--- src/rtl/racetrack_port_arbiter_if.sv ---
// Bundles the two requester ports (D and I) and the racetrack bank port of
// racetrack_port_arbiter. Signal names keep the arbiter-side direction suffix.
//   slave  : arbiter side (requests/bank responses in, grants/responses/bank cmd out)
//   master : requester + bank side (testbench or core/bank glue)
interface racetrack_port_arbiter_if #(
  parameter int ADDR_WIDTH = 22,
  parameter int DATA_WIDTH = 32
);
  logic                  d_req_i;
  logic                  d_gnt_o;
  logic [ADDR_WIDTH-1:0] d_addr_i;
  logic                  d_we_i;
  logic [3:0]            d_be_i;
  logic [DATA_WIDTH-1:0] d_wdata_i;
  logic [7:0]            d_funct_i;
  logic                  d_rvalid_o;
  logic [DATA_WIDTH-1:0] d_rdata_o;
  logic                  d_err_o;

  logic                  i_req_i;
  logic                  i_gnt_o;
  logic [ADDR_WIDTH-1:0] i_addr_i;
  logic                  i_rvalid_o;
  logic [DATA_WIDTH-1:0] i_rdata_o;
  logic                  i_err_o;

  logic                  mem_en_o;
  logic                  mem_we_o;
  logic [3:0]            mem_be_o;
  logic [ADDR_WIDTH-1:0] mem_addr_o;
  logic [DATA_WIDTH-1:0] mem_wdata_o;
  logic [7:0]            mem_funct_o;
  logic                  mem_valid_i;
  logic [DATA_WIDTH-1:0] mem_rdata_i;

  logic                  busy_o;

  modport slave (
    input  d_req_i, d_addr_i, d_we_i, d_be_i, d_wdata_i, d_funct_i,
    input  i_req_i, i_addr_i,
    input  mem_valid_i, mem_rdata_i,
    output d_gnt_o, d_rvalid_o, d_rdata_o, d_err_o,
    output i_gnt_o, i_rvalid_o, i_rdata_o, i_err_o,
    output mem_en_o, mem_we_o, mem_be_o, mem_addr_o, mem_wdata_o, mem_funct_o,
    output busy_o
  );

  modport master (
    output d_req_i, d_addr_i, d_we_i, d_be_i, d_wdata_i, d_funct_i,
    output i_req_i, i_addr_i,
    output mem_valid_i, mem_rdata_i,
    input  d_gnt_o, d_rvalid_o, d_rdata_o, d_err_o,
    input  i_gnt_o, i_rvalid_o, i_rdata_o, i_err_o,
    input  mem_en_o, mem_we_o, mem_be_o, mem_addr_o, mem_wdata_o, mem_funct_o,
    input  busy_o
  );
endinterface

--- src/rtl/racetrack_port_arbiter.sv ---
// Round-robin arbiter sharing one racetrack memory bank between the data
// port (D, may issue LiM functions) and the instruction port (I, reads only).
// One transaction at a time drives the bank's level enable; a watchdog aborts
// a transaction the bank never completes.
// Ports:
//   clk_i  : clock
//   rst_i  : synchronous active-high reset
//   bus    : racetrack_port_arbiter_if.slave (D/I req/gnt/rvalid ports, bank port, busy_o)
module racetrack_port_arbiter #(
  parameter int ADDR_WIDTH     = 22,
  parameter int DATA_WIDTH     = 32,
  parameter int TIMEOUT_CYCLES = 256,
  parameter int CNT_WIDTH      = 9
) (
  input logic                     clk_i,
  input logic                     rst_i,
  racetrack_port_arbiter_if.slave bus
);

  typedef enum logic [1:0] {S_IDLE, S_BUSY, S_RELEASE} state_t;
  typedef enum logic {PORT_D, PORT_I} port_t;

  localparam logic [7:0]           FUNCT_NONE = 8'h00;
  localparam logic [CNT_WIDTH-1:0] WD_LOAD    = CNT_WIDTH'(TIMEOUT_CYCLES - 1);

  state_t r_state, w_state_nxt;
  port_t  r_rr_ptr, r_owner;
  logic   w_d_win, w_i_win;

  logic [CNT_WIDTH-1:0]  r_wd;
  logic                  r_mem_we;
  logic [3:0]            r_mem_be;
  logic [ADDR_WIDTH-1:0] r_mem_addr;
  logic [DATA_WIDTH-1:0] r_mem_wdata;
  logic [7:0]            r_mem_funct;

  logic                  r_d_rvalid, r_d_err, r_i_rvalid, r_i_err;
  logic [DATA_WIDTH-1:0] r_d_rdata, r_i_rdata;

  always_ff @(posedge clk_i) begin
    if (rst_i) r_state <= S_IDLE;
    else       r_state <= w_state_nxt;
  end

  always_comb begin
    w_state_nxt = r_state;
    w_d_win     = 1'b0;
    w_i_win     = 1'b0;
    case (r_state)
      S_IDLE: begin
        if (bus.d_req_i && (!bus.i_req_i || r_rr_ptr == PORT_D)) w_d_win = 1'b1;
        else if (bus.i_req_i)                                    w_i_win = 1'b1;
        if (w_d_win || w_i_win) w_state_nxt = S_BUSY;
      end
      // Completion and watchdog expiry both leave BUSY; the datapath decides
      // which response is produced (completion has priority).
      S_BUSY:    if (bus.mem_valid_i || r_wd == '0) w_state_nxt = S_RELEASE;
      S_RELEASE: w_state_nxt = S_IDLE;
      default:   w_state_nxt = S_IDLE;
    endcase
  end

  always_ff @(posedge clk_i) begin
    if (rst_i) begin
      r_rr_ptr    <= PORT_D;
      r_owner     <= PORT_D;
      r_wd        <= '0;
      r_mem_we    <= 1'b0;
      r_mem_be    <= '0;
      r_mem_addr  <= '0;
      r_mem_wdata <= '0;
      r_mem_funct <= '0;
      r_d_rvalid  <= 1'b0;
      r_d_err     <= 1'b0;
      r_d_rdata   <= '0;
      r_i_rvalid  <= 1'b0;
      r_i_err     <= 1'b0;
      r_i_rdata   <= '0;
    end else begin
      r_d_rvalid <= 1'b0;
      r_d_err    <= 1'b0;
      r_i_rvalid <= 1'b0;
      r_i_err    <= 1'b0;
      case (r_state)
        S_IDLE: begin
          if (w_d_win) begin
            r_owner     <= PORT_D;
            r_rr_ptr    <= PORT_I;
            r_wd        <= WD_LOAD;
            r_mem_we    <= bus.d_we_i;
            r_mem_be    <= bus.d_be_i;
            r_mem_addr  <= bus.d_addr_i;
            r_mem_wdata <= bus.d_wdata_i;
            r_mem_funct <= bus.d_funct_i;
          end else if (w_i_win) begin
            // Instruction fetches are plain full-word reads.
            r_owner     <= PORT_I;
            r_rr_ptr    <= PORT_D;
            r_wd        <= WD_LOAD;
            r_mem_we    <= 1'b0;
            r_mem_be    <= 4'b1111;
            r_mem_addr  <= bus.i_addr_i;
            r_mem_wdata <= '0;
            r_mem_funct <= FUNCT_NONE;
          end
        end
        S_BUSY: begin
          if (bus.mem_valid_i) begin
            if (r_owner == PORT_D) begin
              r_d_rvalid <= 1'b1;
              r_d_rdata  <= bus.mem_rdata_i;
            end else begin
              r_i_rvalid <= 1'b1;
              r_i_rdata  <= bus.mem_rdata_i;
            end
          end else if (r_wd == '0) begin
            if (r_owner == PORT_D) begin
              r_d_rvalid <= 1'b1;
              r_d_err    <= 1'b1;
              r_d_rdata  <= '0;
            end else begin
              r_i_rvalid <= 1'b1;
              r_i_err    <= 1'b1;
              r_i_rdata  <= '0;
            end
          end else begin
            r_wd <= r_wd - CNT_WIDTH'(1);
          end
        end
        default: ;
      endcase
    end
  end

  assign bus.d_gnt_o     = w_d_win;
  assign bus.i_gnt_o     = w_i_win;
  assign bus.d_rvalid_o  = r_d_rvalid;
  assign bus.d_rdata_o   = r_d_rdata;
  assign bus.d_err_o     = r_d_err;
  assign bus.i_rvalid_o  = r_i_rvalid;
  assign bus.i_rdata_o   = r_i_rdata;
  assign bus.i_err_o     = r_i_err;
  assign bus.mem_en_o    = (r_state == S_BUSY);
  assign bus.mem_we_o    = r_mem_we;
  assign bus.mem_be_o    = r_mem_be;
  assign bus.mem_addr_o  = r_mem_addr;
  assign bus.mem_wdata_o = r_mem_wdata;
  assign bus.mem_funct_o = r_mem_funct;
  assign bus.busy_o      = (r_state != S_IDLE);

endmodule
--- src/flat_wrapper.sv ---
// flat-port wrapper written by rule: the top's interface ports become plain ports
module racetrack_port_arbiter_flat 
#(
  parameter int ADDR_WIDTH     = 22,
  parameter int DATA_WIDTH     = 32,
  parameter int TIMEOUT_CYCLES = 256,
  parameter int CNT_WIDTH      = 9
)
  (clk_i, rst_i, bus_d_req_i, bus_d_addr_i, bus_d_we_i, bus_d_be_i, bus_d_wdata_i, bus_d_funct_i, bus_i_req_i, bus_i_addr_i, bus_mem_valid_i, bus_mem_rdata_i, bus_d_gnt_o, bus_d_rvalid_o, bus_d_rdata_o, bus_d_err_o, bus_i_gnt_o, bus_i_rvalid_o, bus_i_rdata_o, bus_i_err_o, bus_mem_en_o, bus_mem_we_o, bus_mem_be_o, bus_mem_addr_o, bus_mem_wdata_o, bus_mem_funct_o, bus_busy_o);
  racetrack_port_arbiter_if #(.ADDR_WIDTH(ADDR_WIDTH), .DATA_WIDTH(DATA_WIDTH)) bus_i ();
  input logic clk_i;
  input logic rst_i;
  input wire logic [$bits(bus_i.d_req_i)-1:0] bus_d_req_i;
  input wire logic [$bits(bus_i.d_addr_i)-1:0] bus_d_addr_i;
  input wire logic [$bits(bus_i.d_we_i)-1:0] bus_d_we_i;
  input wire logic [$bits(bus_i.d_be_i)-1:0] bus_d_be_i;
  input wire logic [$bits(bus_i.d_wdata_i)-1:0] bus_d_wdata_i;
  input wire logic [$bits(bus_i.d_funct_i)-1:0] bus_d_funct_i;
  input wire logic [$bits(bus_i.i_req_i)-1:0] bus_i_req_i;
  input wire logic [$bits(bus_i.i_addr_i)-1:0] bus_i_addr_i;
  input wire logic [$bits(bus_i.mem_valid_i)-1:0] bus_mem_valid_i;
  input wire logic [$bits(bus_i.mem_rdata_i)-1:0] bus_mem_rdata_i;
  output wire logic [$bits(bus_i.d_gnt_o)-1:0] bus_d_gnt_o;
  output wire logic [$bits(bus_i.d_rvalid_o)-1:0] bus_d_rvalid_o;
  output wire logic [$bits(bus_i.d_rdata_o)-1:0] bus_d_rdata_o;
  output wire logic [$bits(bus_i.d_err_o)-1:0] bus_d_err_o;
  output wire logic [$bits(bus_i.i_gnt_o)-1:0] bus_i_gnt_o;
  output wire logic [$bits(bus_i.i_rvalid_o)-1:0] bus_i_rvalid_o;
  output wire logic [$bits(bus_i.i_rdata_o)-1:0] bus_i_rdata_o;
  output wire logic [$bits(bus_i.i_err_o)-1:0] bus_i_err_o;
  output wire logic [$bits(bus_i.mem_en_o)-1:0] bus_mem_en_o;
  output wire logic [$bits(bus_i.mem_we_o)-1:0] bus_mem_we_o;
  output wire logic [$bits(bus_i.mem_be_o)-1:0] bus_mem_be_o;
  output wire logic [$bits(bus_i.mem_addr_o)-1:0] bus_mem_addr_o;
  output wire logic [$bits(bus_i.mem_wdata_o)-1:0] bus_mem_wdata_o;
  output wire logic [$bits(bus_i.mem_funct_o)-1:0] bus_mem_funct_o;
  output wire logic [$bits(bus_i.busy_o)-1:0] bus_busy_o;
  assign bus_i.d_req_i = bus_d_req_i;
  assign bus_i.d_addr_i = bus_d_addr_i;
  assign bus_i.d_we_i = bus_d_we_i;
  assign bus_i.d_be_i = bus_d_be_i;
  assign bus_i.d_wdata_i = bus_d_wdata_i;
  assign bus_i.d_funct_i = bus_d_funct_i;
  assign bus_i.i_req_i = bus_i_req_i;
  assign bus_i.i_addr_i = bus_i_addr_i;
  assign bus_i.mem_valid_i = bus_mem_valid_i;
  assign bus_i.mem_rdata_i = bus_mem_rdata_i;
  assign bus_d_gnt_o = bus_i.d_gnt_o;
  assign bus_d_rvalid_o = bus_i.d_rvalid_o;
  assign bus_d_rdata_o = bus_i.d_rdata_o;
  assign bus_d_err_o = bus_i.d_err_o;
  assign bus_i_gnt_o = bus_i.i_gnt_o;
  assign bus_i_rvalid_o = bus_i.i_rvalid_o;
  assign bus_i_rdata_o = bus_i.i_rdata_o;
  assign bus_i_err_o = bus_i.i_err_o;
  assign bus_mem_en_o = bus_i.mem_en_o;
  assign bus_mem_we_o = bus_i.mem_we_o;
  assign bus_mem_be_o = bus_i.mem_be_o;
  assign bus_mem_addr_o = bus_i.mem_addr_o;
  assign bus_mem_wdata_o = bus_i.mem_wdata_o;
  assign bus_mem_funct_o = bus_i.mem_funct_o;
  assign bus_busy_o = bus_i.busy_o;
  racetrack_port_arbiter #(.ADDR_WIDTH(ADDR_WIDTH), .DATA_WIDTH(DATA_WIDTH), .TIMEOUT_CYCLES(TIMEOUT_CYCLES), .CNT_WIDTH(CNT_WIDTH)) u_core (.clk_i(clk_i), .rst_i(rst_i), .bus(bus_i));
endmodule
--- config.mk ---
export PLATFORM = sky130hd
export DESIGN_NAME = racetrack_port_arbiter_flat
export DESIGN_NICKNAME = d
export VERILOG_FILES = /design/src/rtl/racetrack_port_arbiter_if.sv /design/src/rtl/racetrack_port_arbiter.sv /design/src/flat_wrapper.sv
export SDC_FILE = /design/constraint.sdc
export NUM_CORES = 1
export LEC_CHECK = 0
export CAP_MARGIN = 10
export CORE_ASPECT_RATIO = 1.2
export CORE_MARGIN = 2
export CORE_UTILIZATION = 41
export DETAILED_ROUTE_END_ITERATION = 10
export GPL_TIMING_DRIVEN = 0
export PLACE_DENSITY = 0.76
export SETUP_SLACK_MARGIN = 0.5
export SLEW_MARGIN = 20
export SYNTH_ARGS = -nofsm -noshare
export SYNTH_HDL_FRONTEND = slang
export SYNTH_SLANG_ARGS = --single-unit
export TNS_END_PERCENT = 20
--- constraint.sdc ---
create_clock -name clk_i -period 1.85 [get_ports clk_i]
set_input_delay 0.37 -clock clk_i [delete_from_list [all_inputs] [get_ports clk_i]]
set_output_delay 0.37 -clock clk_i [all_outputs]
set_load 0.1 [all_outputs]
## Word level (Yosys, flattened, before mapping)

Cells that the tools add are included.
W data, S select, Z words.

| cells by class | value |
|---|---|
| multiplexer cells | 42 |
| shift operators | 0 |
| order comparisons | 0 |
| bitwise gates (word level) | 3 |
| div/mod/pow operators | 0 |
| equality and inequality tests | 6 |
| reductions and logical operators | 18 |
| add/subtract/negate cells | 1 |
| $mul | 0 |

Operators by type and width:

| kind | count |
|---|---|
| $mux W32 | 10 |
| $mux W22 | 2 |
| $mux W9 | 4 |
| $mux W1 | 18 |
| $pmux W9 S2 | 1 |
| $mux W8 | 2 |
| $logic_not A9 Y1 | 1 |
| $sub A9 B1 Y9 const B | 1 |
| $mux W4 | 2 |
| $reduce_bool A2 Y1 | 4 |
| $reduce_and A3 Y1 | 2 |
| $mux W2 | 2 |
| $ne A2 B1 Y1 const B | 2 |
| $ne A2 B2 Y1 const B | 2 |
| $pmux W2 S2 | 1 |
| $reduce_and A2 Y1 | 2 |
| $reduce_and A4 Y1 | 1 |
| $logic_or A1 B1 Y1 | 3 |
| $ne A3 B3 Y1 const B | 1 |
| $not A1 Y1 | 3 |
| $reduce_or A3 Y1 | 1 |
| $eq A2 B1 Y1 const B | 1 |
| $logic_not A2 Y1 | 1 |
| $reduce_or A2 Y1 | 1 |
| other kinds (2) | 2 |

| storage, ports and cells | value |
|---|---|
| ROM bits | 0 |
| latch bits | 0 |
| output and inout port bits | 139 |
| bits of input ports | 126 |
| bits in registers | 148 |
| memory bits (writable) | 0 |
| memories | 0 |

## Logic depth before layout (Yosys ltp)

Gate-level depths: netlist (run 1).

| logic depth | value |
|---|---|
| depth after elaboration | 9 |
| gate-level depth with buffers | 8 |
| mapped depth without buffers | 6 |

## Worst setup path after synthesis (run 1)

No wires, ideal clock.

| timing | value |
|---|---|
| path type | register to register |
| from | register u_core.r_state[1] |
| to | register u_core.r_i_rdata[23] (netlist: u_core.bus.i_rdata_o[23]) |
| stages on the path, launching flop included | 9 |
| data required time | 1,759 ps |
| arrival time | 1,763 ps |
| path slack | -5 ps |
| setup time | 91 ps |
| period minus slack after synthesis | 1,855 ps |
| path buffers | 3 |
| cells stage by stage | dfxtp_1 > nand2b_1 > buf_2 > inv_2 > and3_1 > buf_6 > buf_6 > a21oi_1 > a311oi_1 |

| on the way | value |
|---|---|
| word-level cells in the longest chain between the ends | 2 |

RTL lines:

| element | RTL line | RTL |
|---|---|---|
| start, declared | racetrack_port_arbiter.sv:26 | `state_t r_state, w_state_nxt;` |
| start signal, assigned | racetrack_port_arbiter.sv:42 | `else r_state <= w_state_nxt;` |
| $eq A2 B1 Y1 | n/a |  |
| named net bus_mem_en_o | flat_wrapper.sv:31 | `output wire logic [$bits(bus_i.mem_en_o)-1:0] bus_mem_en_o;` |
| $reduce_and A3 Y1 (no source line) | n/a |  |
| end signal, assigned | racetrack_port_arbiter.sv:114 | `r_i_rdata <= bus.mem_rdata_i;` |
| end, declared | racetrack_port_arbiter.sv:38 | `logic [DATA_WIDTH-1:0] r_d_rdata, r_i_rdata;` |

The timed path passes the listed nets, and every way through them passes these cells.
A chain may end at the register's enable or synchronous reset.

## Final worst setup path (run 1)

| timing | value |
|---|---|
| from | register u_core.r_wd[1] |
| to | register u_core.r_i_rdata[1] (netlist: u_core.bus.i_rdata_o[1]) |

| on the way | value |
|---|---|
| word-level cells in the longest chain between the ends | 3 |

RTL lines:

| element | RTL line | RTL |
|---|---|---|
| start, declared | racetrack_port_arbiter.sv:30 | `logic [CNT_WIDTH-1:0] r_wd;` |
| start signal, assigned | racetrack_port_arbiter.sv:127 | `r_wd <= r_wd - CNT_WIDTH'(1);` |
| $logic_not A9 Y1 | racetrack_port_arbiter.sv:116 | `end else if (r_wd == '0) begin` |
| $reduce_bool A2 Y1 (no source line) | n/a |  |
| $reduce_and A3 Y1 (no source line) | n/a |  |

Every way passes these cells.

==> impl_metrics.py, run 1 <==
metrics = {
    "cts": {
        "cts_buffers": 17,
        "clk_latency_ns": 0.42,
        "cts_tree": "built",
        "cts_sinks": 148,
        "cts_buffer_depth": 2,
        "hold_buffers": 0,
        "htree_levels": 4,
        "clk_pin_slew_ns": 0.06,
        "clockRootBuffer": "clkbuf_16",
    },
    "worst_setup_path": {
        "crit_path_start_kind": "register",
        "critPathMaxFanout": 8,
        "path_class": "reg -> reg",
        "cp_slowest_stage_delay_ns": 0.41,
        "end_kind": "register",
        "cp_top_family": "compound AO/OA/AOI/OAI gates",
        "slowest_stage": "a21oi_4",
        "cp.arrival_ns": 2.29,
        "crit_chain": "inv_4 > ha_4 > nor4b_4 > a21oi_4 > nor2_4 > buf_6 > buf_8 > a311oi_2",
        "crit_buf_inv": 3,
        "cp.required_ns": 2.14,
    },
    "yosys": {
        "ys_seq_area_share_pct": 52.32,
        "synth_cell_types": 44,
        "netlist_area_mm2": 0.005663,
        "synth.avg_cell_area_um2": 9.223,
        "async_flop_share_pct": 0,
        "synth_top_area_cell": "dfxtp_1",
        "synth_edf_count": 0,
        "synth_top_area_share_pct": 52.32,
        "syn_nets": 741,
        "synth_area_leaders": "dfxtp_1 (52%), a21oi_1 (6.1%), a22oi_1 (5.4%), nor2_1 (5.4%), a311oi_1 (4.9%)",
        "ys_ff_latch": 148,
        "synth_cells": 614,
        "synth_ff_type": "dfxtp_1",
        "yosysWarnings": 0,
    },
    "drt": {
        "dr.pass1.iters": 5,
        "wl_per_cell_um": 25.99,
        "drt-initial-drc-count": 662,
        "via_per_inst": 6.235,
        "drc_errors": 0,
        "wl_um": 28930,
        "antenna_left": 0,
        "dr_total_vias": 6940,
    },
    "run_status": {
        "failed_checks": "setup timing",
        "status": "complete, but fails checks",
    },
    "cells_and_area": {
        "layout_commonest_cell": "buf_12",
        "postLayoutCellArea_mm2": 0.01218,
        "nFillCells": 529,
        "area_growth_pct": 115.0,
        "final_nets": 1056,
        "final_cell_mix": "buf_12 (143), clkdlybuf4s50_1 (121), dfxtp_2 (105)",
        "drive_gt1_share_pct": 50.21,
    },
    "placed_design": {
        "portBuffers": 263,
        "placed_area_mm2": 0.008618,
        "dp_hpwl_um": 15340,
        "pre_cts_ws_ns": -1.477,
        "place.gp.congestion": 0.8751,
    },
    "timing": {
        "fin_ws_ns": -0.1425,
        "fin_crit_sh_pct": 107.7,
        "relSlewSlack_pct": 38.44,
        "max_freq_ghz": 0.5019,
        "worstMarginPinSlew_ns": 0.9234,
        "holdWs_ns": 0.4939,
        "period_needed_ns": 1.993,
        "hold_violations": 0,
        "slew_violations": 0,
        "finalClockSkew_ns": 0.01389,
        "rsz0062_at_grt": "yes",
        "final.setup.tns_ns": -2.776,
        "setup_viol": 56,
    },
    "global_route": {
        "grt_pass1_vias": 6661,
        "grt_antenna_before_repair": 1,
        "gr-total-overflow": 0,
        "grt_first_pass_wirelength_um": 36000,
        "grt_max_degree": 17,
        "track_usage_pct": 30.68,
    },
    "floorplan": {
        "initial_utilization_pct": 41.51,
        "core_mm2": 0.01364,
        "die_h_um": 132.7,
        "ioPinCount": 265,
        "die_area_mm2": 0.01477,
        "rows": 47,
        "die_w_um": 111.3,
    },
    "job": {
        "cap_violations": 0,
    },
    "hold_path": {
        "min_path_type": "reg -> reg",
    },
    "pwr": {
        "leakage_nw": 4.388,
        "ir_drop_mv": 0.6384,
        "powerDensity_mw_per_mm2": 938.6,
    },
}
==> through the flow <==
step / power (W) / instances / utilization (%)
final: 0.01143 / 1113 / 89.24
after detailed placement: 0.006308 / 1048 / 63.17
after CTS: 0.01074 / 1088 / 78.39
after floorplan: 0.005450 / 614 / -
after global placement: 0.006263 / 1048 / 63.17
after global routing: 0.01167 / 1112 / 89.22
==> tightest hold or removal path: stages (launching register included) <==
cell,delay [ns]
dfxtp_2,0.35
o31ai_4,0.06
a21oi_2,0.04
==> cell families (layout without fill, tap and decap cells) <==
kind of cell | after synthesis | after routing | synth area share (%)
AND/OR/NAND/NOR | 187 | 187 | 15.07
AO/OA/AOI/OAI | 211 | 211 | 26.62
other | 0 | 2 | 0
flip-flops | 148 | 148 | 52.32
buffers and inverters | 67 | 393 | 5.767
adder cells (fa/ha/maj) | 1 | 1 | 0.2209
==> where the power goes <==
| part | total [W] | internal (W) | switching, W |
|---|---|---|---|
| Clock | 0.00408 | 0.00266 | 0.00142 |
| Sequential | 0.00366 | 0.00340 | 0.000262 |
| Combinational | 0.00369 | 0.00143 | 0.00226 |
| Total | 0.0114 | 0.00749 | 0.00394 |
==> timing repair <==
item	CTS	global route
gates resized for setup	949	724
cloned	0	6
setup buffers	10	17
endpoints found under the setup margin	283	282
hold endpoints to repair	0	0
pin swaps	83	125
==> area by class of cell <==
cell class,count,area (µm²),share of cell area [%]
diodes,2,5.005,0.04111
clock inverters,13,256.5,2.107
plain buffers,62,483.0,3.967
multi-input cells,399,3134,25.74
inverters,5,46.29,0.3802
well taps,171,214.0,1.757
flip-flops and latches,148,3177,26.09
repair buffers,296,4434,36.42
clock buffers,17,425.4,3.494
==> per-layer routing <==
metal	global-route usage [%]	share of wire (%)	up-vias
met2	54.23	52	508
met3	8.749	8.1	137
met4	15.02	5.7	0
li1	-	-	2915
met5	0	0	-
met1	33.68	34	3380
==> worst paths after layout <==
| path | cells after the start | endpoint | slack (ns) | startpoint |
|---|---|---|---|---|
| setup / recovery | 8 | u_core.bus.i_rdata_o[1] | -0.14 | u_core.r_wd[1] |
| hold / removal | 2 | u_core.bus.d_rdata_o[11] | 0.49 | u_core.bus.d_rdata_o[11] |
| setup reg to reg | 8 | u_core.bus.i_rdata_o[1] | -0.14 | u_core.r_wd[1] |
| hold reg to reg | 2 | u_core.bus.d_rdata_o[11] | 0.49 | u_core.bus.d_rdata_o[11] |
==> cell usage after synthesis (2+ instances only) <==
| cell | count |
|---|---|
| a2bb2oi_1 | 2 |
| nor3_1 | 15 |
| buf_2 | 18 |
| nor3b_1 | 2 |
| buf_6 | 7 |
| nand3_1 | 2 |
| a211oi_1 | 3 |
| nor4b_1 | 2 |
| and3_1 | 3 |
| nand2b_1 | 3 |
| nand2_1 | 66 |
| a22oi_1 | 41 |
| a311oi_1 | 32 |
| a21oi_2 | 2 |
| o21ai_0 | 2 |
| a222oi_1 | 22 |
| a21oi_1 | 69 |
| dfxtp_1 | 148 |
| inv_1 | 4 |
| o31ai_1 | 32 |
| nor2_1 | 81 |
| clkbuf_1 | 35 |
| buf_1 | 2 |
==> flip-flops by register name, summed over array words and instances, names as in the netlist <==
signal                  count
u_core.bus.mem_be_o         4
u_core.bus.d_err_o          1
u_core.bus.d_rdata_o       32
u_core.r_wd                 9
u_core.r_state              2
u_core.bus.mem_we_o         1
u_core.bus.i_rdata_o       32
u_core.bus.mem_addr_o      22
u_core.bus.mem_funct_o      8
u_core.r_rr_ptr             1
u_core.bus.mem_wdata_o     32
u_core.r_owner              1
u_core.bus.i_err_o          1
u_core.bus.i_rvalid_o       1
u_core.bus.d_rvalid_o       1
Note: power is estimated with default switching activity, not from simulation.
==> run 2: changes to the inputs <==
SKIP_LAST_GASP = 1   (was not set)
==> run 2 against run 1 <==
Net effect: the flow still finishes with violations (setup timing); worst setup slack better by 0.081 ns; clock skew down 0.0031 ns; first-iteration DRC count down 18%; fmax up 4.2%; sequential share of layout area up 2.4 points; via count down 7.5%; die area unchanged; clock power down 1%; clock-buffer cell count unchanged; critical endpoint is now bus_i_gnt_o; largest power group unchanged; register-to-register slack better by 0.13 ns; worst hold slack worse by 0.032 ns; final cell count down 0.18%.
==> impl_metrics.py, run 2 (synthesis results as in run 1) <==
metrics = {
    "cts": {
        "hold_buffers": 0,
        "cts_sinks": 148,
        "htree_levels": 4,
        "clk_pin_slew_ns": 0.06,
        "cts_buffers": 17,
        "cts_tree": "built",
        "clockRootBuffer": "clkbuf_16",
        "clk_latency_ns": 0.42,
        "cts_buffer_depth": 2,
    },
    "cells_and_area": {
        "final_nets": 1054,
        "layout_commonest_cell": "clkdlybuf4s50_1",
        "nFillCells": 837,
        "drive_gt1_share_pct": 37.42,
        "area_growth_pct": 89.06,
        "fin_util_pct": 78.48,
        "final_cell_mix": "clkdlybuf4s50_1 (122), dfxtp_1 (91), clkdlybuf4s15_2 (83)",
    },
    "pwr": {
        "pwr-share-comb_pct": 29.8,
        "p_int_w": 0.007204,
        "ir_drop_mv": 0.5777,
        "finalPower_w": 0.01085,
        "seqPwrFrac_pct": 32.9,
        "swShare_pct": 33.58,
        "p_sw_w": 0.003642,
        "p_clk_share_pct": 37.3,
        "leakage_nw": 3.867,
        "powerDensity_mw_per_mm2": 1013,
    },
    "worst_setup_path": {
        "crit_path_start_kind": "register",
        "setup.worst_path.end": "bus_i_gnt_o",
        "cp.required_ns": 1.48,
        "reg2reg_from": "u_core.r_wd[0]",
        "end_kind": "output port",
        "critPathMaxFanout": 4,
        "r2r_cells": 9,
        "reg2reg_setup_slack_ns": -0.01,
        "cp.arrival_ns": 1.54,
        "crit_start": "u_core.r_state[1]",
        "path_class": "reg -> out",
        "r2r_end": "u_core.bus.d_rdata_o[14]",
    },
    "drt": {
        "dr_total_vias": 6418,
        "via_per_inst": 5.777,
        "dr.pass1.iters": 8,
        "wl_per_cell_um": 20.69,
        "wl_um": 22990,
        "drc_errors": 0,
        "antenna_left": 0,
        "drt-initial-drc-count": 546,
    },
    "timing": {
        "rsz0062_at_grt": "yes",
        "relSlewSlack_pct": 51.50,
        "fin_crit_sh_pct": 103.3,
        "holdWs_ns": 0.4616,
        "finalClockSkew_ns": 0.01077,
        "hold_violations": 0,
        "setup_viol": 4,
        "final.setup.tns_ns": -0.1158,
        "period_needed_ns": 1.912,
        "slew_violations": 0,
        "fin_ws_ns": -0.06153,
        "worstMarginPinSlew_ns": 0.7274,
        "max_freq_ghz": 0.5231,
    },
    "global_route": {
        "grt_pass1_vias": 6387,
        "grt_first_pass_wirelength_um": 33790,
        "gr-total-overflow": 0,
        "use_met1_pct": 31.83,
        "grt_max_degree": 17,
        "busiest_layer": "met2",
        "track_usage_pct": 28.61,
        "grt_use_met2_pct": 51.86,
        "grt_antenna_before_repair": 1,
        "grt_util_met3_pct": 8.795,
    },
    "floorplan": {
        "die_w_um": 111.3,
        "die_area_mm2": 0.01477,
        "ioPinCount": 265,
        "rows": 47,
        "core_mm2": 0.01364,
        "die_h_um": 132.7,
        "initial_utilization_pct": 41.51,
    },
    "placed_design": {
        "place.gp.congestion": 0.8751,
        "portBuffers": 263,
        "dp_hpwl_um": 15340,
    },
    "job": {
        "cap_violations": 0,
    },
    "hold_path": {
        "min_path_type": "in -> reg",
    },
    "run_status": {
        "status": "complete, but fails checks",
        "failed_checks": "setup timing",
    },
}
-- run 2: metrics by stage --
step,std cells,worst slack (ns),area (µm²)
floorplan,614,0.2344,5772
global placement,1048,-1.463,8618
detailed placement,1048,-1.477,8618
CTS,1088,-0.07580,10180
global route,1110,-0.1098,10700
finish,1111,-0.06153,10710
-- run 2: critical path, cell delays in order (launching register included) --
cell     delay [ns]
dfxtp_4        0.36
nor2_4         0.18
and3_4         0.23
buf_8          0.10
buf_8          0.09
buf_12         0.16
-- run 2: layer usage --
layer / part of all wire [%] / up-vias / wire length (µm)
li1: - / 2914 / -
met1: 36 / 3090 / 8364
met2: 53 / 370 / 12080
met3: 8.7 / 44 / 2010
met4: 2.3 / 0 / 539
met5: 0 / - / 0
-- run 2: final cells by class --
class                   count  area, µm²  share of cell area (%)
flip-flops and latches    148       3054                   28.53
well taps                 171      214.0                   1.998
clock buffers              17      425.4                   3.973
diodes                      2      5.005                 0.04675
multi-input cells         400       2673                   24.96
repair buffers            293       3562                   33.27
inverters                   5      41.29                  0.3856
clock inverters            13      256.5                   2.396
plain buffers              62      475.5                   4.441
-- run 2: how the worst min path moves through the flow --
stage	end	cells past startpoint	startpoint	slack, ns
finish	u_core.bus.i_rdata_o[2]	2	rst_i	0.46
global route	u_core.bus.i_rdata_o[2]	2	rst_i	0.47
CTS	u_core.bus.i_rdata_o[2]	2	rst_i	0.42
detailed placement	u_core.bus.d_rdata_o[25]	2	u_core.bus.d_rdata_o[25]	0.46
global placement	u_core.bus.d_rdata_o[30]	2	u_core.bus.d_rdata_o[30]	0.46
floorplan	u_core.r_wd[0]	2	u_core.r_wd[0]	0.47
-- run 2: repair_timing --
action	CTS	global route
setup buffers	10	16
cloned	0	5
resized for setup	830	112
pin swaps	3	6
endpoints found under the setup margin	283	280
-- run 2: power by group through the flow --
| stage | Sequential (W) | Combinational [W] | Clock, W |
|---|---|---|---|
| final | 0.00357 | 0.00323 | 0.00404 |
| after global routing | 0.00359 | 0.00334 | 0.00420 |
| after CTS | 0.00356 | 0.00295 | 0.00406 |
| after detailed placement | 0.00358 | 0.00273 | 0 |
| after global placement | 0.00357 | 0.00269 | 0 |
| after floorplan | 0.00468 | 0.000769 | 0 |
==> run 3: changes to the inputs <==
CAP_MARGIN = not set   (was 10)
==> results of run 3 <==
The final DEF is identical to that of run 2; final timing and power are the same.
